--- src/rtl/fft_reorder.sv ---
// Output reorder buffer for the R22SDF FFT core: turns the core's bit-reversed
// frame stream into natural frequency order using a two-bank ping-pong memory.
module fft_reorder #(
  parameter int WIDTH   = 16,
  parameter int LOG2N   = 6,
  parameter int REORDER = 1
) (
  input  logic             clock,
  input  logic             reset,
  input  logic             di_en,
  input  logic [WIDTH-1:0] di_re,
  input  logic [WIDTH-1:0] di_im,
  input  logic             do_rdy,
  output logic             do_en,
  output logic [WIDTH-1:0] do_re,
  output logic [WIDTH-1:0] do_im,
  output logic             do_first,
  output logic             do_last,
  output logic             ovf
);

  localparam int N = 1 << LOG2N;
  localparam logic [LOG2N-1:0] CNT_MAX = LOG2N'(N - 1);
  localparam logic [LOG2N-1:0] CNT_ONE = LOG2N'(1);

  // Output handshake: a sample transfers on a rising edge where do_en and
  // do_rdy are both high; while do_en is high and do_rdy low, every output
  // holds. The input side has no ready: samples are taken or dropped.

  logic [2*WIDTH-1:0] mem_q [0:2*N-1];

  logic [LOG2N-1:0] wcnt_q, wcnt_d;
  logic             wbank_q, wbank_d;
  logic [LOG2N-1:0] rcnt_q, rcnt_d;
  logic             rbank_q, rbank_d;
  logic [1:0]       full_q, full_d;
  logic             discard_q, discard_d;
  logic             ovf_q, ovf_d;
  logic             do_en_q, do_en_d;
  logic [WIDTH-1:0] do_re_q, do_re_d;
  logic [WIDTH-1:0] do_im_q, do_im_d;
  logic             do_first_q, do_first_d;
  logic             do_last_q, do_last_d;

  logic [LOG2N-1:0] brev;
  logic [LOG2N-1:0] waddr;
  logic             wfirst, wlast, drop, wr_en;
  logic             advance, rd_fire, rlast;

  always_comb begin
    brev = '0;
    for (int b = 0; b < LOG2N; b++) brev[b] = wcnt_q[LOG2N-1-b];
  end

  assign waddr   = (REORDER != 0) ? brev : wcnt_q;
  assign wfirst  = (wcnt_q == '0);
  assign wlast   = (wcnt_q == CNT_MAX);
  // A frame is refused only at its first sample; once refused, the rest of it goes too.
  assign drop    = discard_q | (wfirst & full_q[wbank_q]);
  assign wr_en   = di_en & ~drop;
  assign advance = ~do_en_q | do_rdy;
  assign rd_fire = advance & full_q[rbank_q];
  assign rlast   = (rcnt_q == CNT_MAX);

  always_comb begin
    wcnt_d     = wcnt_q;
    wbank_d    = wbank_q;
    rcnt_d     = rcnt_q;
    rbank_d    = rbank_q;
    full_d     = full_q;
    discard_d  = discard_q;
    ovf_d      = ovf_q;
    do_en_d    = do_en_q;
    do_re_d    = do_re_q;
    do_im_d    = do_im_q;
    do_first_d = do_first_q;
    do_last_d  = do_last_q;

    if (di_en) begin
      wcnt_d = wcnt_q + CNT_ONE;
      if (wfirst && full_q[wbank_q]) begin
        discard_d = 1'b1;
        ovf_d     = 1'b1;
      end
      if (wlast) begin
        if (discard_q) begin
          discard_d = 1'b0;
        end else begin
          full_d[wbank_q] = 1'b1;
          wbank_d         = ~wbank_q;
        end
      end
    end

    // Writer set and reader clear always target different banks.
    if (advance) begin
      if (full_q[rbank_q]) begin
        do_en_d                = 1'b1;
        {do_re_d, do_im_d}     = mem_q[{rbank_q, rcnt_q}];
        do_first_d             = (rcnt_q == '0);
        do_last_d              = rlast;
        rcnt_d                 = rcnt_q + CNT_ONE;
        if (rlast) begin
          full_d[rbank_q] = 1'b0;
          rbank_d         = ~rbank_q;
        end
      end else begin
        do_en_d    = 1'b0;
        do_first_d = 1'b0;
        do_last_d  = 1'b0;
      end
    end
  end

  always_ff @(posedge clock or negedge reset) begin
    if (!reset) begin
      wcnt_q     <= '0;
      wbank_q    <= 1'b0;
      rcnt_q     <= '0;
      rbank_q    <= 1'b0;
      full_q     <= 2'b00;
      discard_q  <= 1'b0;
      ovf_q      <= 1'b0;
      do_en_q    <= 1'b0;
      do_re_q    <= '0;
      do_im_q    <= '0;
      do_first_q <= 1'b0;
      do_last_q  <= 1'b0;
    end else begin
      wcnt_q     <= wcnt_d;
      wbank_q    <= wbank_d;
      rcnt_q     <= rcnt_d;
      rbank_q    <= rbank_d;
      full_q     <= full_d;
      discard_q  <= discard_d;
      ovf_q      <= ovf_d;
      do_en_q    <= do_en_d;
      do_re_q    <= do_re_d;
      do_im_q    <= do_im_d;
      do_first_q <= do_first_d;
      do_last_q  <= do_last_d;
    end
  end

  // Sample storage is never reset; stale contents are unreachable until rewritten.
  always_ff @(posedge clock) begin
    if (wr_en) mem_q[{wbank_q, waddr}] <= {di_re, di_im};
  end

  assign do_en    = do_en_q;
  assign do_re    = do_re_q;
  assign do_im    = do_im_q;
  assign do_first = do_first_q;
  assign do_last  = do_last_q;
  assign ovf      = ovf_q;

endmodule

--- config.mk ---
export PLATFORM = sky130hd
export DESIGN_NAME = fft_reorder
export DESIGN_NICKNAME = d
export VERILOG_FILES = /design/src/rtl/fft_reorder.sv
export SDC_FILE = /design/constraint.sdc
export NUM_CORES = 2
export LEC_CHECK = 0
export CAP_MARGIN = 20
export CORE_MARGIN = 2
export CORE_UTILIZATION = 45
export DETAILED_ROUTE_END_ITERATION = 10
export DONT_BUFFER_PORTS = 1
export GPL_ROUTABILITY_DRIVEN = 0
export PLACE_DENSITY = 0.58
export REMOVE_ABC_BUFFERS = 1
export SKIP_CTS_REPAIR_TIMING = 1
export SLEW_MARGIN = 20
export SYNTH_ARGS = -nofsm -noshare
export SYNTH_HDL_FRONTEND = slang
export SYNTH_SLANG_ARGS = --single-unit
--- constraint.sdc ---
create_clock -name clock -period 6.35 [get_ports clock]
set_clock_uncertainty 0.2 [all_clocks]
set_input_delay 1.905 -clock clock [delete_from_list [all_inputs] [get_ports clock]]
set_output_delay 1.905 -clock clock [all_outputs]
set_load 0.01 [all_outputs]
# == Word-level counts from Yosys, hierarchy flattened ==
# Memories as Yosys holds them, arrays and structs flattened. A register that Yosys moved wholly into a read port is not among the register bits.
# Cells that the tools add are included.
# word_totals
elab_cells,63
ram_bits,4096
output_inout_bits,36
n_memories,1
input_bits,36
reg_bits,21
# memory_table
memory,words,word_bits,rd,rd_ports_with_merged_regs,wr,line,text
mem_q,128,32,1,1,1,30,logic [2*WIDTH-1:0] mem_q [0:2*N-1];
# classes
n_eq_ne,2
bitwise_logic,12
n_addsub,2
muxes,22
magnitude_cmp,4
reduce_logical,10
# op_table
cell,n
1-bit 2-to-1 mux,14
"6-bit by 1-bit adder with 6-bit output, second input constant",2
"6-bit == test, second input constant",2
6-bit zero test,2
2-bit 2-to-1 mux,6
3-bit AND reduction,2
1-bit inverter,5
"1-bit by 2-bit less-than comparator with 1-bit output, second input constant",2
2-bit AND reduction,2
1-bit logical AND,3
1-bit AND,2
2-bit AND,1
1-bit demux with 1-bit select,2
"1-bit greater-or-equal comparator, second input constant",2
2-bit inverter,1
1-bit OR,2
2-bit OR,1
1-bit zero test,1

# == Logic depth before layout (Yosys ltp) ==
# depth
ltp_word,12
depth_mapped,13

# == Worst setup path after synthesis ==
# Ideal clock, no wire load.
# synth_timing
kind,input to register
start,input di_en
end,"memory mem_q[111][0] (netlist name), enable pin"
slack_ns,1.583
required_ns,5.729
path_buffers,1
cell_stages,5
arrival_ns,4.145
path_cell_list,inv_1 nor3b_1 nand3_1 clkbuf_1 nor2_1
# synth_between
elab_chain_cells,3
# synth_lines
element,line,text
start: declaration,10,"input logic di_en,"
1-bit AND,60,assign wr_en = di_en & ~drop;
1-bit 2-to-1 mux,147,"if (wr_en) mem_q[{wbank_q, waddr}] <= {di_re, di_im};"
1-bit 2-to-1 mux (implied by the code),147,
end: declaration,30,
# Every way passes these cells.

==> impl_results.md <==
* Status: completed
* Crit path buffers/inverters at 3
* Post-Syn Area at ~0.16 mm^2
* Drt pass-1 iters at 6
* H-tree Lvls at 5
* WP data required at approximately 7000 ps
* CP Data Arrival Time at 5790 ps
* Largest delay share family, worst path: compound AO/OA/AOI/OAI gates
* Clock Latency Late Sink at a little under 1000 ps
* Fin crit share at between 80% and 90%
* Int Power at 47.3 mW
* Hold path endpoint: discard_q$_DFFE_PN0P_
* Placed instance count at around 12k
* Reg2reg end: do_re[4]$_DFFE_PN0P_
* Cells on Worst Hold Path at 1
* DRT Wirelength at around 470000 um
* Yosys Warn Count at 0
* Die H at roughly 600 um
* Antenna Nets Post-Route at 0
* Nets@finish at 7573
* Top FF cell, synth: edfxtp_1
* Worst min path class: register to register
* CP peak stage delay at between 1000 and 1500 ps
* Ranking of synthesized cells by area: edfxtp_1 (77%), mux4_2 (13%), mux2i_1 (2.4%)
* TritonCTS clock tree: built
* Fin worst setup slack at about 1200 ps
* Worst R2R Setup Slack at ~1200 ps
* Startpoint types: register
* Crit. End Element: register
* Post-Syn Instances at about 7.2k
* Register area share after synthesis at roughly 78%
* Psw at 14.3 mW
* Die area at roughly 0.36 mm^2
* FF-to-FF Start: rcnt_q[0]$_DFFE_PN0P_
* Via-to-Cell Ratio at between 6 and 7
* Switching Fraction at a little under a quarter
* Core area at around 0.35 mm^2
* Top cell type's share of synthesized area at slightly below 80%
* Number of flops mapped to enable cells by yosys at ~4.1k
* Pre-CTS setup slack at around 1100 ps
* Final Max Tran Viols at 0
* Num CTS Buffers at about 420
* Initial Utilization at 45.2%
* Max Fclk at 0.193 GHz
* MaxCap Viol Count at 0
* Die Width at approximately 600 um
* 1st-iter DRT viols at between 10k and 15k
* Non-filler cells, final at ~13k
* Syn avg cell area at approximately 22 um^2
* Endpoints failing setup at 0
* First-pass GRT wire length at approximately 640000 um
* Clock share of power at around 40%
* Sequential share of power at 50.1%
* Initial antenna violation count at 25
* Share of cells above drive strength 1 at 25.7%
* FFs w/ async S/R, synth at under 10%
* Period minus WS final at approximately 5200 ps
* Pwr Density at approximately 340 mW/mm^2
* Vias at slightly below 80k
* RSZ-0062 raised after global routing: false
* Port bufs at 0
* P&R area growth vs syn at 13.2%
* Combinational share of power at roughly a tenth
* Rel. slew slack at between 10% and 20%
* Final hold vios at 0
* CP max-delay cell: dfrtp_4
* Clk root buf: clkbuf_16
* Crit path kind: register to register
* Vias in the first global route at 77.9k
* Least-Margin Pin Slew at 1310 ps
* Worst-path maximum fanout at 40
* I/O Pins at slightly above 70
* Rows at ~220
* Clock transition time at the flip-flop clock pins of the worst setup and hold paths at ~60 ps
* Tot GR Track Use at about a quarter
* VDD IR max at about 0.26 mV
* Pin count of the biggest net entering global routing at ~130
* Hold Startpoint: discard_q$_DFFE_PN0P_
* # DRC at 0
* Remaining global-route overflow at 0
* Drt wl/cell at between 30 and 40 um
* Path depth of the worst reg2reg path at 8
* Leading area contributor after synthesis: edfxtp_1
* CTS sink cnt at 4149
* LEAKAGE at ~54 nW
* Yosys reg bits at ~4.1k
* Hold WS at approximately 360 ps
* Post-DP HPWL at between 200000 and 300000 um
* Unique cell type count in the Yosys netlist at slightly below 70
* Crit-path cells: buf_12, buf_4, mux4_2, mux4_2, a32o_1, a211oi_1, buf_4, o22ai_1
* CTS Buffer Depth at 4
-- routing by layer --
layer  vias to the layer above  share of wire [%]  global-route usage, %
li1                      31300                  -                      -
met1                     42800                 39                   35.3
met2                      3767                 48                   41.8
met3                       697                8.5                   4.87
met4                         6                4.2                   9.54
met5                         -             0.0081                      0
-- layout make-up --
cell class                 instances  area, um^2
clock inverter                   257        2450
antenna                           13        32.5
inverter                          10        55.1
fill                           27700      172000
clock buffer                     514       11100
tap                             4730        5920
timing repair buffer             302        2920
multi-input combinational       2646       33800
sequential                      4149      124000
-- power by group through the flow --
| stage | combinational (mW) | clock, mW | sequential, mW |
|---|---|---|---|
| after floorplan | 3.83 | 0 | 31.4 |
| after global placement | 6.33 | 0 | 31.4 |
| after detailed placement | 6.36 | 0 | 31.4 |
| after CTS | 6.38 | 24.8 | 30.8 |
| after global routing | 6.63 | 25.8 | 30.8 |
| final | 6.31 | 24.5 | 30.8 |
-- state kept, by name, summed over array words and instances, names as in the netlist --
signal,count
mem_q,4096
do_im,16
do_re,16
rcnt_q,6
wcnt_q,6
full_q,2
discard_q,1
do_en,1
do_first,1
do_last,1
ovf,1
rbank_q,1
wbank_q,1
-- per-stage QoR --
| step | util, % | TNS [ps] | total power [mW] | area, um^2 |
|---|---|---|---|---|
| finish | 51.2 | 0 | 61.6 | 181000 |
| global route | 51.2 | 0 | 63.3 | 181000 |
| CTS | 51.1 | 0 | 62.0 | 180000 |
| global placement | 47.3 | 0 | 37.7 | 167000 |
| floorplan | - | -1638090 | 35.2 | 157000 |
| detailed placement | 47.3 | 0 | 37.8 | 167000 |
-- cells in the mapped netlist, types with 38 or more instances --
cell and n:
edfxtp_1 4096, mux4_2 925, mux2i_1 375, nand2_1 261, nor2_1 188, clkbuf_1 131
o22ai_1 116, o221ai_1 113, buf_2 109, a21oi_1 95, buf_6 78, nand3_1 61
dfrtp_1 53, a211oi_1 49, buf_4 47, and2_1 45, nor3_1 39, o21ai_0 38
-- how the worst max path moves through the flow --
stage,from,endpoint,slack [ps],depth (start not counted)
global placement,do_rdy,do_re[3]$_DFFE_PN0P_,960,7
finish,rcnt_q[0]$_DFFE_PN0P_,do_re[4]$_DFFE_PN0P_,1160,8
detailed placement,di_en,mem_q[74][18]$_DFFE_PP_,1080,6
floorplan,rcnt_q[0]$_DFFE_PN0P_,do_re[12]$_DFFE_PN0P_,-41010,6
global route,rcnt_q[0]$_DFFE_PN0P_,do_re[1]$_DFFE_PN0P_,1060,8
CTS,rcnt_q[0]$_DFFE_PN0P_,do_re[1]$_DFFE_PN0P_,1200,8
-- logic make-up after synthesis --
family,share of synthesized area (%)
xor+xnor,0.0658
compound gates,2.69
simple gates,1.96
fa+ha+maj,0.0314
flops,77.9
mux,15.7
buf+inv,1.63
-- cell usage in the layout, fill, tap and decap left out, types with 47 or more instances in the layout --
master,synthesis,layout
mux2i_1,375,375
clkinv_2,0,82
edfxtp_1,4096,4096
o221ai_1,113,113
dfrtp_1,53,47
buf_4,47,254
clkinv_1,1,101
mux4_2,925,925
nor2_1,188,59
clkbuf_1,131,81
a21oi_1,95,95
clkbuf_16,0,428
nand3_1,61,57
o22ai_1,116,116
nand2_1,261,254
nor2_4,0,129
(Power assumes the default switching activity.)
